### src/rtl/render_frame_sequencer_if.sv
`default_nettype none
// +--------------------------------------------------------------------------+
// | Module   : render_frame_sequencer_if                                     |
// | Brief    : Bundle of the frame request, vertex/parameter snapshot,       |
// |            rasterizer start/done and display swap signals of the frame   |
// |            sequencer. The slave modport is the sequencer's view; the      |
// |            master modport is the view of the surrounding pipeline.       |
// | Revision : 1.0 - initial release                                        |
// +--------------------------------------------------------------------------+
interface render_frame_sequencer_if #(
  parameter int NSURF = 4,
  parameter int VW    = 36,
  parameter int PW    = 6
);

  logic                    frame_req;
  logic                    frame_ack;
  logic [NSURF*3*VW-1:0]   vertex_in;
  logic [NSURF*6*PW-1:0]   para_in;
  logic [NSURF*3*VW-1:0]   vertex_out;
  logic [NSURF*6*PW-1:0]   para_out;
  logic                    draw_start;
  logic                    draw_done;
  logic                    vsync;
  logic                    buf_sel;
  logic                    busy;
  logic [15:0]             frame_count;
  logic                    error;

  // Transform stage, rasterizer and display side.
  modport master (
    output frame_req, vertex_in, para_in, draw_done, vsync,
    input  frame_ack, vertex_out, para_out, draw_start, buf_sel, busy,
           frame_count, error
  );

  // Sequencer side.
  modport slave (
    input  frame_req, vertex_in, para_in, draw_done, vsync,
    output frame_ack, vertex_out, para_out, draw_start, buf_sel, busy,
           frame_count, error
  );

endinterface
`default_nettype wire

### src/rtl/render_frame_sequencer.sv
`default_nettype none
// +--------------------------------------------------------------------------+
// | Module   : render_frame_sequencer                                        |
// | Brief    : Frame-level controller for the surface rasterizer. Snapshots  |
// |            vertices and surface parameters into shadow registers,        |
// |            pulses the rasterizer start, waits for its done pulse and     |
// |            then swaps the displayed framebuffer on the next vsync edge.  |
// | Options  : `define RENDER_WATCHDOG_EN adds a draw watchdog that aborts    |
// |            a frame after TIMEOUT cycles in DRAW and sets a sticky error. |
// | Revision : 1.0 - initial release                                        |
// +--------------------------------------------------------------------------+
module render_frame_sequencer #(
  parameter int NSURF   = 4,
  parameter int VW      = 36,
  parameter int PW      = 6,
  parameter int TIMEOUT = 400000
) (
  input  logic                     Clk,
  input  logic                     Reset,
  render_frame_sequencer_if.slave  bus
);

  typedef enum logic [2:0] {
    S_IDLE      = 3'd0,
    S_LATCH     = 3'd1,
    S_START     = 3'd2,
    S_DRAW      = 3'd3,
    S_SWAP_WAIT = 3'd4,
    S_SWAP      = 3'd5
  } state_t;

  state_t                  r_state;
  state_t                  w_state_nxt;

  logic                    r_vsync_q;
  logic                    w_vsync_rise;
  logic                    w_timeout;

  logic                    r_frame_ack;
  logic                    r_draw_start;
  logic                    r_busy;
  logic                    r_buf_sel;
  logic [15:0]             r_frame_count;
  logic [NSURF*3*VW-1:0]   r_vertex;
  logic [NSURF*6*PW-1:0]   r_para;

  // Only a rising edge seen while waiting to swap counts; an edge that
  // happened earlier leaves r_vsync_q high and is therefore invisible here.
  assign w_vsync_rise = bus.vsync & ~r_vsync_q;

`ifdef RENDER_WATCHDOG_EN
  // Counter holds the number of DRAW cycles already spent, so the terminal
  // value TIMEOUT-1 marks the TIMEOUT-th cycle of the draw.
  localparam int c_WD_W = (TIMEOUT > 1) ? $clog2(TIMEOUT) : 1;
  localparam logic [c_WD_W-1:0] c_WD_LAST = c_WD_W'(TIMEOUT - 1);

  logic [c_WD_W-1:0]       r_wd_cnt;
  logic                    r_error;

  // Draw cycle counter, held at zero outside DRAW so each draw starts fresh.
  always_ff @(posedge Clk) begin
    if (Reset || (r_state != S_DRAW)) begin
      r_wd_cnt <= '0;
    end else begin
      r_wd_cnt <= r_wd_cnt + 1'b1;
    end
  end

  assign w_timeout = (r_state == S_DRAW) && (r_wd_cnt == c_WD_LAST);

  // Sticky error; a done pulse arriving on the timeout cycle takes priority.
  always_ff @(posedge Clk) begin
    if (Reset) begin
      r_error <= 1'b0;
    end else if (w_timeout && !bus.draw_done) begin
      r_error <= 1'b1;
    end
  end

  assign bus.error = r_error;
`else
  // No watchdog: the draw may take as long as the rasterizer needs.
  assign w_timeout = 1'b0;
  assign bus.error = 1'b0;
`endif

  // State register.
  always_ff @(posedge Clk) begin
    if (Reset) begin
      r_state <= S_IDLE;
    end else begin
      r_state <= w_state_nxt;
    end
  end

  // Next-state decode.
  always_comb begin
    w_state_nxt = r_state;
    case (r_state)
      S_IDLE: begin
        if (bus.frame_req) begin
          w_state_nxt = S_LATCH;
        end
      end
      S_LATCH: begin
        w_state_nxt = S_START;
      end
      S_START: begin
        w_state_nxt = S_DRAW;
      end
      S_DRAW: begin
        if (bus.draw_done) begin
          w_state_nxt = S_SWAP_WAIT;
        end else if (w_timeout) begin
          w_state_nxt = S_IDLE;
        end
      end
      S_SWAP_WAIT: begin
        if (w_vsync_rise) begin
          w_state_nxt = S_SWAP;
        end
      end
      S_SWAP: begin
        w_state_nxt = S_IDLE;
      end
      default: begin
        w_state_nxt = S_IDLE;
      end
    endcase
  end

  // Registered outputs, decoded from the next state so each one lines up
  // with the cycle the FSM actually sits in the corresponding state.
  always_ff @(posedge Clk) begin
    if (Reset) begin
      r_vsync_q     <= 1'b0;
      r_frame_ack   <= 1'b0;
      r_draw_start  <= 1'b0;
      r_busy        <= 1'b0;
      r_buf_sel     <= 1'b0;
      r_frame_count <= 16'd0;
      r_vertex      <= '0;
      r_para        <= '0;
    end else begin
      r_vsync_q    <= bus.vsync;
      r_frame_ack  <= (w_state_nxt == S_LATCH);
      r_draw_start <= (w_state_nxt == S_START);
      r_busy       <= (w_state_nxt != S_IDLE);
      if (w_state_nxt == S_LATCH) begin
        r_vertex <= bus.vertex_in;
        r_para   <= bus.para_in;
      end
      if (w_state_nxt == S_SWAP) begin
        r_buf_sel     <= ~r_buf_sel;
        r_frame_count <= r_frame_count + 16'd1;
      end
    end
  end

  assign bus.frame_ack   = r_frame_ack;
  assign bus.draw_start  = r_draw_start;
  assign bus.busy        = r_busy;
  assign bus.buf_sel     = r_buf_sel;
  assign bus.frame_count = r_frame_count;
  assign bus.vertex_out  = r_vertex;
  assign bus.para_out    = r_para;

endmodule
`default_nettype wire

### src/flat_wrapper.sv
// flat-port wrapper written by rule: the top's interface ports become plain ports
module render_frame_sequencer_flat 
#(
  parameter int NSURF   = 4,
  parameter int VW      = 36,
  parameter int PW      = 6,
  parameter int TIMEOUT = 400000
)
  (Clk, Reset, bus_frame_req, bus_vertex_in, bus_para_in, bus_draw_done, bus_vsync, bus_frame_ack, bus_vertex_out, bus_para_out, bus_draw_start, bus_buf_sel, bus_busy, bus_frame_count, bus_error);
  render_frame_sequencer_if #(.NSURF(NSURF), .VW(VW), .PW(PW)) bus_i ();
  input  logic Clk;
  input  logic Reset;
  input wire logic [$bits(bus_i.frame_req)-1:0] bus_frame_req;
  input wire logic [$bits(bus_i.vertex_in)-1:0] bus_vertex_in;
  input wire logic [$bits(bus_i.para_in)-1:0] bus_para_in;
  input wire logic [$bits(bus_i.draw_done)-1:0] bus_draw_done;
  input wire logic [$bits(bus_i.vsync)-1:0] bus_vsync;
  output wire logic [$bits(bus_i.frame_ack)-1:0] bus_frame_ack;
  output wire logic [$bits(bus_i.vertex_out)-1:0] bus_vertex_out;
  output wire logic [$bits(bus_i.para_out)-1:0] bus_para_out;
  output wire logic [$bits(bus_i.draw_start)-1:0] bus_draw_start;
  output wire logic [$bits(bus_i.buf_sel)-1:0] bus_buf_sel;
  output wire logic [$bits(bus_i.busy)-1:0] bus_busy;
  output wire logic [$bits(bus_i.frame_count)-1:0] bus_frame_count;
  output wire logic [$bits(bus_i.error)-1:0] bus_error;
  assign bus_i.frame_req = bus_frame_req;
  assign bus_i.vertex_in = bus_vertex_in;
  assign bus_i.para_in = bus_para_in;
  assign bus_i.draw_done = bus_draw_done;
  assign bus_i.vsync = bus_vsync;
  assign bus_frame_ack = bus_i.frame_ack;
  assign bus_vertex_out = bus_i.vertex_out;
  assign bus_para_out = bus_i.para_out;
  assign bus_draw_start = bus_i.draw_start;
  assign bus_buf_sel = bus_i.buf_sel;
  assign bus_busy = bus_i.busy;
  assign bus_frame_count = bus_i.frame_count;
  assign bus_error = bus_i.error;
  render_frame_sequencer #(.NSURF(NSURF), .VW(VW), .PW(PW), .TIMEOUT(TIMEOUT)) u_core (.Clk(Clk), .Reset(Reset), .bus(bus_i));
endmodule
### config.mk
export PLATFORM = sky130hd
export DESIGN_NAME = render_frame_sequencer_flat
export DESIGN_NICKNAME = d
export VERILOG_FILES = /design/src/rtl/render_frame_sequencer_if.sv /design/src/rtl/render_frame_sequencer.sv /design/src/flat_wrapper.sv
export SDC_FILE = /design/constraint.sdc
export NUM_CORES = 1
export LEC_CHECK = 0
export ABC_AREA = 1
export ABC_CLOCK_PERIOD_IN_PS = 1980
export CELL_PAD_IN_SITES_DETAIL_PLACEMENT = 1
export CELL_PAD_IN_SITES_GLOBAL_PLACEMENT = 2
export CORE_AREA = 2 2 458 460
export DETAILED_ROUTE_END_ITERATION = 8
export DIE_AREA = 0 0 460 462
export PLACE_DENSITY = 0.47
export SYNTH_ARGS = -nofsm -noshare
export SYNTH_HDL_FRONTEND = slang
export SYNTH_SLANG_ARGS = --single-unit
export TNS_END_PERCENT = 5
### constraint.sdc
create_clock -name Clk -period 1.98 [get_ports Clk]
set_clock_uncertainty 0.2 [all_clocks]
set_input_delay 0.495 -clock Clk [delete_from_list [all_inputs] [get_ports Clk]]
set_output_delay 0.495 -clock Clk [all_outputs]
set_load 0.05 [all_outputs]
==> results.md <==
- GRT Residual Overflow: 0
- Setup crit end kind: output pin
- Routed wire length: 145600 um
- Post-layout net count: 4509
- Power density over cell area: 987.1 nW/um2
- Vertical die dimension: 462 um
- Standard-cell rows: 168
- Synth-to-Final Area Change: 110.9%
- Worst skew pair latency: 0.71 ns
- Actual slew at the worst max-slew pin: 0.5497 ns
- Number of storage elements in the synthesis netlist: 600
- Kind of cell with the highest combined delay on the critical path: flip-flops
- Share of post-route cells with drive strength above 1: 0.3703
- Worst Path Max Fanout: 2
- Switching power: 15.81 mW
- Via-to-Cell Ratio: 3.394
- Result of the run: finished, violations left
- Largest stage delay on the critical path: 0.43 ns
- Drt first-iter violations: 865
- IO Count: 1178
- Setup repair after global routing missed its margin: true
- Max_slew headroom: 0.6297
- Post-synthesis cell type with the largest combined area: dfxtp_1
- Post-CTS clock slew at the launch and capture registers of the worst setup and hold paths: 0.06 ns
- Buffer type at the clock tree root: clkbuf_16
- Fin crit share: 1.011
- Worst path required time: 1.28 ns
- CTS H-tree depth: 3
- Number of antenna violations at the first check in global routing: 50
- Cell breakdown of the critical path: buf_12
- Leading post-synthesis cells by cell area: dfxtp_1 (56%), a21oi_1 (14%), o21ai_0 (12%), inv_1 (11%), buf_2 (3.0%)
- Count of unique library cells instantiated by Yosys: 24
- TritonCTS clock tree: yes
- CP Class: flop to output pin
- Type of element launching the critical path: flop
- Maximum number of pins on one net before global-route repair: 60
- Width of the chip: 460 um
- Count of filler cells inserted in the layout: 23950
- Fraction of power consumed by sequential logic: 0.333
- Die area: 212500 um2
- Violated checks: setup timing
- Post-layout min period: 2.002 ns
- Post-Synthesis Net Count: 3263
- Final worst setup slack: -0.02245 ns
- Syn Std Cell Area: 21530 um2
- Crit path max-delay cell type: dfxtp_4
- Leakage dissipation: 17.51 nW
- Max cap viols: 0
- Dpl cell area: 39170 um2
- Warning count from the yosys run: 0
- Count of TritonRoute iterations in the first routing pass: 4
- VDD IR max: 0.5986 mV
- DR DRC count: 0
- Final Setup Violations: 13
- Total power after layout: 44.83 mW
- Total clock buffers created by CTS: 87
- Number of synthesized flops with an enable pin: 0
- Asr flop ratio synth: 0
- Ranking of synthesized cells by instance count: inv_1 (605), dfxtp_1 (600), a21oi_1 (584)
- Final Wtd Congestion: 0.8068
- Final hold viol count: 0
- Pint: 29.03 mW
- Via Count: 22810
- Total GRT Usage: 0.1291
- Placed wire-length estimate: 116600 um
- Number of standard cells after synthesis: 2681
- Min-Delay Path Class: primary input to flop
- Most common cell in the synthesized netlist: inv_1
- Share of Yosys cell area claimed by the top area cell type: 0.5578
- Arrival time reported for the critical path endpoint: 1.31 ns
- Final cell area excluding filler cells: 45420 um2
- Antenna-violating nets left: 0
- Final number of max-transition violations: 0
- Clock network fraction of design power: 0.360
- Mean routed wirelength per cell: 21.66 um
- Initial Util: 0.1035
- Synth Area per Inst: 8.032 um2
- Area of the core: 208100 um2
- Most used flip-flop cell after synthesis: dfxtp_1
- Power share of the combinational group: 0.307
- First-pass GRT wire length: 192100 um
- Seq/Total Area, Yosys: 0.5578
- Switching share of power: 0.3525
- Final cell count without fillers: 6721
- CTS max path bufs: 3
- Sinks on Clock Net: 600
- Number of cells in the design after placement: 6536
- IO buf count: 1176
- Number of buffer and inverter stages on the critical path: 1
- Fmax: 499.4 MHz
- Number of global-route vias before repair: 23000
state kept, by name, summed over array words and instances (netlist names):
signal	flops
u_core.bus.frame_ack	1
u_core.r_state	3
u_core.bus.buf_sel	1
u_core.bus.vertex_out	432
u_core.bus.frame_count	16
u_core.bus.para_out	144
u_core.bus.busy	1
u_core.bus.draw_start	1
u_core.r_vsync_q	1
layout by cell type, fill, tap and decap left out, types with 6 or more instances in the layout:
cell	netlist	final
dfxtp_2	0	465
o21ai_0	514	479
nor2_1	32	31
dfxtp_1	600	28
diode_2	0	7
dfxtp_4	0	107
nand3_1	11	11
clkinv_2	0	12
a21oi_1	584	584
buf_12	0	294
buf_8	0	174
buf_16	0	7
o21ai_1	71	105
buf_6	0	167
buf_4	4	123
bufinv_16	0	6
clkbuf_16	0	96
inv_1	605	604
clkbuf_1	63	29
clkdlybuf4s50_1	0	580
clkbuf_8	0	12
nand2_1	46	46
final timing paths:
kind                                                start  slack [ns]                                      end  cells past startpoint
setup / recovery  u_core.bus.vertex_out[260]$_SDFFE_PP0N_       -0.02                      bus_vertex_out[260]                      1
hold / removal                         bus_vertex_in[150]        0.18  u_core.bus.vertex_out[150]$_SDFFE_PP0N_                      3
setup reg to reg             u_core.r_state[0]$_SDFF_PP0_        0.08  u_core.bus.vertex_out[242]$_SDFFE_PP0N_                      7
hold reg to reg   u_core.bus.vertex_out[384]$_SDFFE_PP0N_        0.25  u_core.bus.vertex_out[384]$_SDFFE_PP0N_                      2
area by class of cell:
type,count,area (um2),share of cell area
timing repair buffer,1353,17500,0.3853
antenna,7,17.52,0.0003857
multi-input combinational,1277,6335,0.1395
tap,2720,3403,0.07493
sequential,600,13000,0.2861
clock buffer,129,2476,0.05452
clock inverter,27,402.9,0.008870
inverter,608,2290,0.05041
what timing repair did:
action	CTS	global route
gates cloned	0	8
pin swaps	1	0
endpoints found under the setup margin	814	774
endpoints found under the hold margin	0	0
hold buffers	0	0
setup buffers	11	5
resized for setup	785	466
per-layer routing:
metal  GRT usage  part of all wire  up-vias
met5           0           0.00093        -
met4     0.03512             0.021       22
li1            -                 -    11120
met1      0.1620              0.43    10580
met2      0.1983              0.44      893
met3     0.05842              0.10      189
per-stage QoR:
| stage | util | TNS [ns] | worst slack [ns] | hold WS (ns) |
|---|---|---|---|---|
| 2_1_floorplan | - | 0 | 0.03971 | 0.2407 |
| 3_3_place_gp | 0.1882 | -302.33 | -0.7967 | 0.2307 |
| 3_5_place_dp | 0.1882 | -304.49 | -0.8061 | 0.2346 |
| 4_1_cts | 0.2115 | -30.16 | -0.1432 | 0.07986 |
| 5_1_grt | 0.2182 | -6.410 | -0.09876 | 0.1398 |
| 6_report | 0.2183 | -0.1414 | -0.02245 | 0.1804 |
power groups by stage:
stage	Combinational, mW	Clock (mW)	Sequential (mW)
after floorplan	2.18	0	18.6
after global placement	12.9	0	14.7
after CTS	13.5	17.0	14.8
after detailed placement	12.9	0	14.7
after global routing	14.6	17.4	15.1
final	13.8	16.1	14.9
kinds of logic after synthesis:
family,Yosys count,synth area share
AO/OA/AOI/OAI,1170,0.2721
AND/OR/NAND/NOR,103,0.02022
XOR/XNOR,2,0.0008136
buffers and inverters,804,0.1483
adder cells (fa/ha/maj),1,0.0005810
other,1,0.0001742
flip-flops,600,0.5578
Power figures use the tool's default switching activity.
